==> config.mk <==
export PLATFORM = sky130hd
export DESIGN_NAME = kgp_risc_seq_ctrl
export DESIGN_NICKNAME = d
export VERILOG_FILES = /design/src/rtl/kgp_risc_seq_ctrl_pkg.sv /design/src/rtl/kgp_risc_seq_ctrl_decoder.sv /design/src/rtl/kgp_risc_seq_ctrl.sv
export SDC_FILE = /design/constraint.sdc
export NUM_CORES = 1
export LEC_CHECK = 0
export CORE_ASPECT_RATIO = 1.1
export CORE_MARGIN = 1.5
export CORE_UTILIZATION = 40
export DETAILED_ROUTE_END_ITERATION = 8
export GPL_TIMING_DRIVEN = 0
export PLACE_DENSITY = 0.82
export SYNTH_ARGS = -nofsm -noshare
export SYNTH_HDL_FRONTEND = slang
export SYNTH_SLANG_ARGS = --single-unit
==> constraint.sdc <==
create_clock -name clk -period 3.13 [get_ports clk]
set_input_delay 0.939 -clock clk [delete_from_list [all_inputs] [get_ports clk]]
set_output_delay 0.939 -clock clk [all_outputs]
set_load 0.03 [all_outputs]
==> src/rtl/kgp_risc_seq_ctrl_pkg.sv <==
// Shared encodings for the KGP-RISC multi-cycle control sequencer.
// Holds opcode/funct values, FSM state and instruction-class enums,
// pc_src / wb_sel mux selects, and the conditional-branch evaluator.
package kgp_risc_seq_ctrl_pkg;

  localparam logic [5:0] OP_RALU = 6'd0;
  localparam logic [5:0] OP_IALU = 6'd1;
  localparam logic [5:0] OP_LW   = 6'd2;
  localparam logic [5:0] OP_SW   = 6'd3;
  localparam logic [5:0] OP_UNC  = 6'd4;
  localparam logic [5:0] OP_COND = 6'd5;
  localparam logic [5:0] OP_HALT = 6'd6;

  // Unconditional branch functs
  localparam logic [4:0] F_B  = 5'd0;
  localparam logic [4:0] F_BR = 5'd1;
  localparam logic [4:0] F_BL = 5'd2;

  // Conditional branch functs
  localparam logic [4:0] F_BLTZ = 5'd0;
  localparam logic [4:0] F_BZ   = 5'd1;
  localparam logic [4:0] F_BNZ  = 5'd2;
  localparam logic [4:0] F_BCY  = 5'd3;
  localparam logic [4:0] F_BNCY = 5'd4;

  localparam logic [4:0] ALU_ADD = 5'd0;

  localparam logic [1:0] PC_SEQ = 2'd0;
  localparam logic [1:0] PC_IMM = 2'd1;
  localparam logic [1:0] PC_REG = 2'd2;

  localparam logic [1:0] WB_ALU  = 2'd0;
  localparam logic [1:0] WB_MEM  = 2'd1;
  localparam logic [1:0] WB_LINK = 2'd2;

  typedef enum logic [2:0] {
    ST_IDLE, ST_FETCH, ST_DECODE, ST_EXEC, ST_MEM, ST_WB, ST_HALT, ST_ERR
  } state_t;

  typedef enum logic [3:0] {
    CL_RALU, CL_IALU, CL_LW, CL_SW, CL_B, CL_BR, CL_BL, CL_COND, CL_HALT, CL_ILL
  } iclass_t;

  // Branch decision for the conditional class, using flags as seen this cycle.
  function automatic logic cond_taken(input logic [4:0] funct,
                                      input logic z, input logic n, input logic c);
    logic t;
    case (funct)
      F_BLTZ:  t = n;
      F_BZ:    t = z;
      F_BNZ:   t = ~z;
      F_BCY:   t = c;
      F_BNCY:  t = ~c;
      default: t = 1'b0;
    endcase
    return t;
  endfunction

endpackage

==> src/rtl/kgp_risc_seq_ctrl_decoder.sv <==
// Combinational instruction decoder for the KGP-RISC sequencer.
// Ports:
//   instr_i   - instruction word ([31:26] opcode, [4:0] funct)
//   iclass_o  - instruction class (CL_ILL when not a legal encoding)
//   alu_op_o  - ALU function (funct for R/I ALU, ADD for loads/stores)
//   alu_src_o - 0 = register rt, 1 = immediate
//   legal_o   - encoding is legal
module kgp_risc_seq_ctrl_decoder
  import kgp_risc_seq_ctrl_pkg::*;
(
  input  logic [31:0] instr_i,
  output iclass_t     iclass_o,
  output logic [4:0]  alu_op_o,
  output logic        alu_src_o,
  output logic        legal_o
);

  logic [5:0] opcode;
  logic [4:0] funct;
  logic       unused_instr_bits;

  assign opcode = instr_i[31:26];
  assign funct  = instr_i[4:0];
  // Register/immediate fields are consumed by the datapath, not here.
  assign unused_instr_bits = ^instr_i[25:5];

  always_comb begin
    iclass_o  = CL_ILL;
    alu_op_o  = ALU_ADD;
    alu_src_o = 1'b0;
    case (opcode)
      OP_RALU: begin iclass_o = CL_RALU; alu_op_o = funct; end
      OP_IALU: begin iclass_o = CL_IALU; alu_op_o = funct; alu_src_o = 1'b1; end
      OP_LW:   begin iclass_o = CL_LW; alu_src_o = 1'b1; end
      OP_SW:   begin iclass_o = CL_SW; alu_src_o = 1'b1; end
      OP_UNC: begin
        case (funct)
          F_B:     iclass_o = CL_B;
          F_BR:    iclass_o = CL_BR;
          F_BL:    iclass_o = CL_BL;
          default: iclass_o = CL_ILL;
        endcase
      end
      OP_COND: iclass_o = (funct <= F_BNCY) ? CL_COND : CL_ILL;
      OP_HALT: iclass_o = CL_HALT;
      default: iclass_o = CL_ILL;
    endcase
    legal_o = (iclass_o != CL_ILL);
  end

endmodule

==> src/rtl/kgp_risc_seq_ctrl.sv <==
// Multi-cycle control sequencer for the KGP-RISC datapath.
// Steps each instruction through FETCH/DECODE/EXEC/MEM/WB, drives datapath
// enables and mux selects, and handshakes with instruction/data memory.
// Stops in HALT on a HALT instruction, or in ERR on an illegal encoding or a
// memory request left unacknowledged for MEM_TIMEOUT cycles.
// Ports:
//   clk, rst                  - clock, synchronous active-high reset
//   run                       - start/continue, sampled in IDLE and at retire
//   instr                     - instruction word from IR
//   flag_z/flag_n/flag_c      - registered ALU flags
//   imem_ack, dmem_ack        - memory acknowledges
//   imem_req, dmem_req, dmem_we, ir_we, pc_we, pc_src, reg_we, wb_sel,
//   alu_src, alu_op, flags_we - datapath/memory control
//   halted, err               - core stopped / stopped on error
//   instret                   - retired instruction count (wraps)
module kgp_risc_seq_ctrl
  import kgp_risc_seq_ctrl_pkg::*;
#(
  parameter int MEM_TIMEOUT = 16,
  parameter int CNT_W       = 32
) (
  input  logic             clk,
  input  logic             rst,
  input  logic             run,
  input  logic [31:0]      instr,
  input  logic             flag_z,
  input  logic             flag_n,
  input  logic             flag_c,
  input  logic             imem_ack,
  input  logic             dmem_ack,
  output logic             imem_req,
  output logic             dmem_req,
  output logic             dmem_we,
  output logic             ir_we,
  output logic             pc_we,
  output logic [1:0]       pc_src,
  output logic             reg_we,
  output logic [1:0]       wb_sel,
  output logic             alu_src,
  output logic [4:0]       alu_op,
  output logic             flags_we,
  output logic             halted,
  output logic             err,
  output logic [CNT_W-1:0] instret
);

  // Counter only needs to reach MEM_TIMEOUT-1: the last unacked cycle is
  // detected by value, and the ERR transition replaces the final increment.
  localparam int WAIT_W = (MEM_TIMEOUT > 1) ? $clog2(MEM_TIMEOUT) : 1;
  localparam logic [WAIT_W-1:0] WAIT_LAST = WAIT_W'(MEM_TIMEOUT - 1);

  state_t            state_q, state_d;
  iclass_t           cls_q, cls_d;
  logic [4:0]        alu_op_q, alu_op_d;
  logic              alu_src_q, alu_src_d;
  logic [4:0]        funct_q, funct_d;
  logic [WAIT_W-1:0] wait_q, wait_d;
  logic [CNT_W-1:0]  instret_q, instret_d;

  iclass_t    dec_cls;
  logic [4:0] dec_alu_op;
  logic       dec_alu_src;
  logic       dec_legal;
  logic       retire;
  logic       wait_last;

  kgp_risc_seq_ctrl_decoder u_dec (
    .instr_i   (instr),
    .iclass_o  (dec_cls),
    .alu_op_o  (dec_alu_op),
    .alu_src_o (dec_alu_src),
    .legal_o   (dec_legal)
  );

  assign wait_last = (wait_q == WAIT_LAST);
  assign instret   = instret_q;

  always_ff @(posedge clk) begin
    if (rst) begin
      state_q   <= ST_IDLE;
      cls_q     <= CL_RALU;
      alu_op_q  <= '0;
      alu_src_q <= 1'b0;
      funct_q   <= '0;
      wait_q    <= '0;
      instret_q <= '0;
    end else begin
      state_q   <= state_d;
      cls_q     <= cls_d;
      alu_op_q  <= alu_op_d;
      alu_src_q <= alu_src_d;
      funct_q   <= funct_d;
      wait_q    <= wait_d;
      instret_q <= instret_d;
    end
  end

  always_comb begin
    state_d   = state_q;
    cls_d     = cls_q;
    alu_op_d  = alu_op_q;
    alu_src_d = alu_src_q;
    funct_d   = funct_q;
    wait_d    = wait_q;
    instret_d = instret_q;
    retire    = 1'b0;
    imem_req  = 1'b0;
    dmem_req  = 1'b0;
    dmem_we   = 1'b0;
    ir_we     = 1'b0;
    pc_we     = 1'b0;
    pc_src    = PC_SEQ;
    reg_we    = 1'b0;
    wb_sel    = WB_ALU;
    alu_src   = 1'b0;
    alu_op    = '0;
    flags_we  = 1'b0;

    case (state_q)
      ST_IDLE: begin
        if (run) begin
          state_d = ST_FETCH;
          wait_d  = '0;
        end
      end
      ST_FETCH: begin
        imem_req = 1'b1;
        // An ack on the last allowed cycle still wins over the timeout.
        if (imem_ack) begin
          ir_we   = 1'b1;
          state_d = ST_DECODE;
          wait_d  = '0;
        end else if (wait_last) begin
          state_d = ST_ERR;
        end else begin
          wait_d = wait_q + WAIT_W'(1);
        end
      end
      ST_DECODE: begin
        cls_d     = dec_cls;
        alu_op_d  = dec_alu_op;
        alu_src_d = dec_alu_src;
        funct_d   = instr[4:0];
        if (!dec_legal)                state_d = ST_ERR;
        else if (dec_cls == CL_HALT)   state_d = ST_HALT;
        else                           state_d = ST_EXEC;
      end
      ST_EXEC: begin
        alu_op  = alu_op_q;
        alu_src = alu_src_q;
        case (cls_q)
          CL_RALU, CL_IALU: begin flags_we = 1'b1; state_d = ST_WB; end
          CL_LW, CL_SW:     begin state_d = ST_MEM; wait_d = '0; end
          CL_BL:            state_d = ST_WB;
          CL_B:  begin pc_we = 1'b1; pc_src = PC_IMM; retire = 1'b1; end
          CL_BR: begin pc_we = 1'b1; pc_src = PC_REG; retire = 1'b1; end
          CL_COND: begin
            pc_we  = 1'b1;
            pc_src = cond_taken(funct_q, flag_z, flag_n, flag_c) ? PC_IMM : PC_SEQ;
            retire = 1'b1;
          end
          default: state_d = ST_ERR;
        endcase
      end
      ST_MEM: begin
        dmem_req = 1'b1;
        dmem_we  = (cls_q == CL_SW);
        if (dmem_ack) begin
          wait_d = '0;
          if (cls_q == CL_SW) begin
            pc_we  = 1'b1;
            retire = 1'b1;
          end else begin
            state_d = ST_WB;
          end
        end else if (wait_last) begin
          state_d = ST_ERR;
        end else begin
          wait_d = wait_q + WAIT_W'(1);
        end
      end
      ST_WB: begin
        reg_we = 1'b1;
        pc_we  = 1'b1;
        case (cls_q)
          CL_LW:   wb_sel = WB_MEM;
          CL_BL:   begin wb_sel = WB_LINK; pc_src = PC_IMM; end
          default: wb_sel = WB_ALU;
        endcase
        retire = 1'b1;
      end
      default: ;
    endcase

    halted = (state_q == ST_HALT) || (state_q == ST_ERR);
    err    = (state_q == ST_ERR);

    if (retire) begin
      instret_d = instret_q + CNT_W'(1);
      state_d   = run ? ST_FETCH : ST_IDLE;
      wait_d    = '0;
    end
  end

endmodule

After elaboration in Yosys (flattened, before gate mapping)
Cells that the tools add are included.
- bits in registers: 54
- output and inout port bits: 51
- input bits: 40
- equality and inequality tests: 34
- $lt $le $gt $ge: 1
- add/sub/neg operators: 2
- reduce and logical (&&, ||, !) cells: 17
- bitwise operators: 2
- muxes and demuxes: 45
- operator list (operator ; number):
    $add 32x1->32 const B ; 1
    $pmux 4 s7 ; 1
    $mux 3 ; 8
    $mux 4 ; 6
    $eq 6x3->1 const B ; 3
    $mux 1 ; 18
    $eq 4x3->1 const B ; 4
    $pmux 4 s4 ; 1
    $eq 5x2->1 const B ; 3
    $pmux 3 s5 ; 1
    $eq 3x3->1 const B ; 4
    $eq 6x2->1 const B ; 2
    $pmux 4 s3 ; 1
    $eq 5x1->1 const B ; 2
    $logic_not 5->1 ; 2
    $mux 5 ; 2
    $pmux 3 s3 ; 1
    $reduce_or 3->1 ; 3
    $eq 4x2->1 const B ; 2
    $eq 4x4->1 const B ; 2
    $ne 4x4->1 const B ; 2
    $pmux 2 s2 ; 2
    $reduce_or 2->1 ; 4
    $eq 3x2->1 const B ; 2
    22 further kinds ; 24

Logic depth before layout (Yosys ltp)
- word-level depth: 8
- gate-level depth with buffers: 8
- gate-level depth less buffers: 6

Modules after synthesis
A second synthesis with hierarchy kept.
- cells, all modules: 391
- area total of the unflattened synthesis: 3080.5 um2
- modules (own cells, without submodules) (module ; cells each ; times used ; area each (um2)):
    kgp_risc_seq_ctrl ; 362 ; 1 ; 2891.5
    kgp_risc_seq_ctrl_decoder ; 29 ; 1 ; 188.9

Worst setup path after synthesis
Ideal clock, no wire load.
- path kind: in2out
- start point: in flag_n
- end point: out pc_src[0]
- cell stages on the path: 5
- setup slack: 0.267 ns
- arrival: 1.924 ns
- buffers on the path: 0
- cell sequence: nor2b_1 nor3_1 a211oi_1 o211ai_1 a21oi_1
- longest elaborated chain between the ends: 6
- ends and longest elaborated chain (item ; line ; source):
    from (decl) ; kgp_risc_seq_ctrl.sv:27 ; input logic flag_n,
    $pmux 1 s5 ; kgp_risc_seq_ctrl_pkg.sv:48 ; case (funct)
    $mux 1 ; kgp_risc_seq_ctrl.sv:151 ; case (cls_q)
    $mux 1 ; kgp_risc_seq_ctrl.sv:119 ; case (state_q)
    $mux 1 ; kgp_risc_seq_ctrl.sv:159 ; pc_src = cond_taken(funct_q, flag_z, flag_n, flag_c) ? PC_IMM : PC_SEQ;
    $pmux 2 s3 ; kgp_risc_seq_ctrl.sv:151 ;
    $pmux 2 s2 ; kgp_risc_seq_ctrl.sv:119 ;
    to (decl) ; kgp_risc_seq_ctrl.sv:36 ; output logic [1:0] pc_src,
No other way between the ends. The select of a mux whose other input is x is not followed.

Worst setup path after layout
- start point: in imem_ack
- end point: out ir_we
- longest elaborated chain between the ends: 2
- ends and longest elaborated chain (item ; line ; source):
    from (decl) ; kgp_risc_seq_ctrl.sv:29 ; input logic imem_ack,
    $mux 1 ; kgp_risc_seq_ctrl.sv:129 ; if (imem_ack) begin
    $mux 1 ; kgp_risc_seq_ctrl.sv:119 ;
    to (decl) ; kgp_risc_seq_ctrl.sv:34 ; output logic ir_we,
No other way between the ends.

==> results.py <==
metrics = {
    "synthesis": {
        "synth-xor-area-share": 0.0480,
        "yosysSeqAreaShare": 0.370,
        "synth.most_common_cell": "dfxtp_1",
        "async_flop_share": 0,
        "syn-num-nets": 407,
        "synthTopCellsByCount": "dfxtp_1 (54), nor2_1 (35), a21oi_1 (33)",
        "yosys.area_share.adder": 0.00857,
        "synthTopCellsByArea": "dfxtp_1 (37%), a21oi_1 (5.7%), nor2_1 (4.5%)",
        "ys_ff_latch": 54,
        "synth_edf_count": 0,
        "synth_area_sq_mm": 0.00292,
        "synth_compound_area_frac": 0.230,
        "synth_top_area_share": 0.370,
        "ys.warnings.count": 0,
        "ys.flop_type": "dfxtp_1",
        "synth_cell_types": 51,
        "synth_mux_area_frac": 0.00686,
        "yosys.area_share.simple": 0.295,
        "syn_area_per_cell_sq_um": 8.00,
        "synth_top_family_by_area": "simple AND/OR/NAND/NOR gates",
        "yosysTopAreaCell": "dfxtp_1",
        "postSynthCellCount": 365,
    },
    "power": {
        "power_density_mw_per_mm2": 390,
        "swShare": 0.321,
        "p_comb_frac": 0.246,
        "pwr-share-clk": 0.256,
        "power.share.sequential": 0.498,
        "switchingPower_mw": 0.477,
        "intPower_mw": 1.01,
        "finalPower_mw": 1.48,
        "vdd_drop_max_mv": 0.220,
        "cellLeakagePower_nw": 1.34,
    },
    "grt": {
        "busiest_layer": "met2",
        "grt_max_degree": 16,
        "grt_use_met2": 0.366,
        "use_met1": 0.240,
        "grt_pass1_wl_microns": 12900,
        "grt_usage": 0.196,
        "grt.overflow.total": 0,
        "grt_pass1_vias": 2837,
        "antenna_found_initial": 0,
        "met3_usage": 0.0276,
    },
    "place": {
        "routabilityCongestion": 0.824,
        "io_buffers": 68,
        "dp_cells": 518,
        "dpl_worst_slack_ns": -0.706,
        "placed_area_sq_mm": 0.00371,
        "dpl.hpwl_microns": 5850,
    },
    "cts": {
        "cts_buffers": 5,
        "cts-root-buf": "clkbuf_8",
        "htreeDepth": 2,
        "clockBufferDepth": 2,
        "clkSinkCount": 54,
        "cts_tree": "done",
        "clock_latency_ns": 0.31,
        "hold_buffers": 0,
        "cts.clk_slew.worst_paths_ns": 0.10,
    },
    "cells_and_area": {
        "finalNonFillerCells": 526,
        "antenna_cells": 0,
        "fin_util": 0.540,
        "design_area_sq_mm": 0.00381,
        "nNetsFinal": 483,
        "fillers": 657,
        "syn_to_final_growth_pct": 30.3,
        "drive_gt1_frac": 0.0658,
    },
    "sta": {
        "finalClockSkew_ns": 0.00862,
        "maxSlewHeadroom": 0.415,
        "rsz0062_at_grt": "false",
        "fin_ws_ns": 0.0616,
        "hold_ws_ns": 0.470,
        "slew_violations": 0,
        "tightest_slew_ns": 0.870,
        "fmax_mhz": 326,
        "min_period_over_period": 0.980,
        "hold_viol": 0,
        "finalSetupTns_ns": 0,
        "setup-violations-final": 0,
        "min_period_ns": 3.07,
    },
    "routing": {
        "ant_nets": 0,
        "dr_total_vias": 3075,
        "wl_per_cell_microns": 14.8,
        "drt_drc_violations_left": 0,
        "wl_microns": 7800,
        "viasPerCell": 5.85,
        "drtPass1Iterations": 4,
        "first_iter_violations": 127,
    },
    "die": {
        "die_h_microns": 92.6,
        "die-area_sq_mm": 0.00782,
        "num_rows": 32,
        "die_w_microns": 84.5,
        "start_util": 0.414,
        "pin_count": 91,
        "core_sq_mm": 0.00705,
    },
    "flow_run": {
        "drv_cap": 0,
    },
    "setup_path": {
        "arrival_ns": 2.13,
        "worstSetupPathType": "input port to primary output",
        "cp-end-kind": "primary output",
        "critPathMaxFanout": 3,
        "required_ns": 2.19,
        "startpoint_type": "input port",
    },
    "run_status": {
        "status": "complete, no violations",
    },
    "min_path": {
        "hold_path.class": "flop to flop",
    },
}
==> what timing repair did <==
item                       4_1_cts  5_1_grt
pin swaps                        4        4
buffers inserted                 1        0
resized for setup               22       12
setup endpoints to repair        5       13
==> critical path, stage by stage <==
cell,delay (ns)
clkdlybuf4s50_1,0.53
inv_1,0.10
nor3_1,0.22
clkdlybuf4s15_2,0.33
==> metal layers <==
layer / up-vias / wire, microns
li1: 1504 / -
met1: 1458 / 3360
met2: 107 / 3960
met3: 6 / 412
met4: 0 / 59
met5: - / 0
==> power groups by stage <==
| stage | Sequential, mW | Clock, mW | Combinational [mW] |
|---|---|---|---|
| after floorplan | 0.749 | 0 | 0.238 |
| after global placement | 0.750 | 0 | 0.347 |
| after detailed placement | 0.753 | 0 | 0.358 |
| after CTS | 0.737 | 0.381 | 0.360 |
| after global routing | 0.741 | 0.407 | 0.400 |
| final | 0.738 | 0.380 | 0.366 |
==> sequential cells by signal, indices dropped and copies added, names as in the netlist <==
signal,flops
funct_q,5
alu_src_q,1
instret,32
cls_q,4
alu_op_q,5
wait_q,4
state_q,3
==> placed cells by master, fill, tap and decap left out, types with 4 or more instances in the layout <==
master / synthesis / routed
clkdlybuf4s50_1: 0 / 57
dfxtp_1: 54 / 54
nor2_1: 35 / 34
a21oi_1: 33 / 33
nand2_1: 25 / 25
o21ai_0: 20 / 20
or3_1: 16 / 16
xor2_1: 14 / 14
clkbuf_1: 18 / 13
nor3_1: 12 / 12
and3_1: 12 / 12
inv_1: 10 / 10
o211ai_1: 10 / 10
nand4_1: 10 / 10
nand3_1: 8 / 8
o2111ai_1: 7 / 7
nor2b_1: 6 / 5
clkbuf_2: 0 / 5
nand2b_1: 5 / 5
and2_1: 5 / 5
a22oi_1: 5 / 5
clkbuf_8: 0 / 5
and4_1: 4 / 4
nor4_1: 4 / 4
o31ai_1: 4 / 4
dlygate4sd2_1: 0 / 4
dlymetal6s2s_1: 0 / 4
==> cell families (layout without fill, tap and decap cells) <==
kind of cell               count (synthesis)  after routing
muxes                                      2              2
and+or+nand+nor                          159            159
adders and majority gates                  2              2
buffers and inverters                     31            107
DFF                                       54             54
AOI/OAI and AO/OA                        101            101
xor gates and xnor gates                  16             16
==> cell type report <==
class / count / area [sq um] / share of cell area
Timing Repair Buffer: 69 / 689 / 0.181
Sequential cell: 54 / 1080 / 0.284
Tap cell: 85 / 106 / 0.0279
Clock inverter: 2 / 10.0 / 0.00263
Buffer: 21 / 88.8 / 0.0233
Inverter: 10 / 37.5 / 0.00986
Multi-Input combinational cell: 280 / 1720 / 0.453
Clock buffer: 5 / 68.8 / 0.0181
==> final timing paths <==
check	from	endpoint	slack, ns	cells after the start
setup / recovery	imem_ack	ir_we	0.06	4
hold / removal	funct_q[3]	funct_q[3]	0.47	2
setup reg to reg	state_q[1]	alu_op_q[4]	0.72	7
hold reg to reg	funct_q[3]	funct_q[3]	0.47	2
No activity file was read; power rests on OpenSTA's default activity.
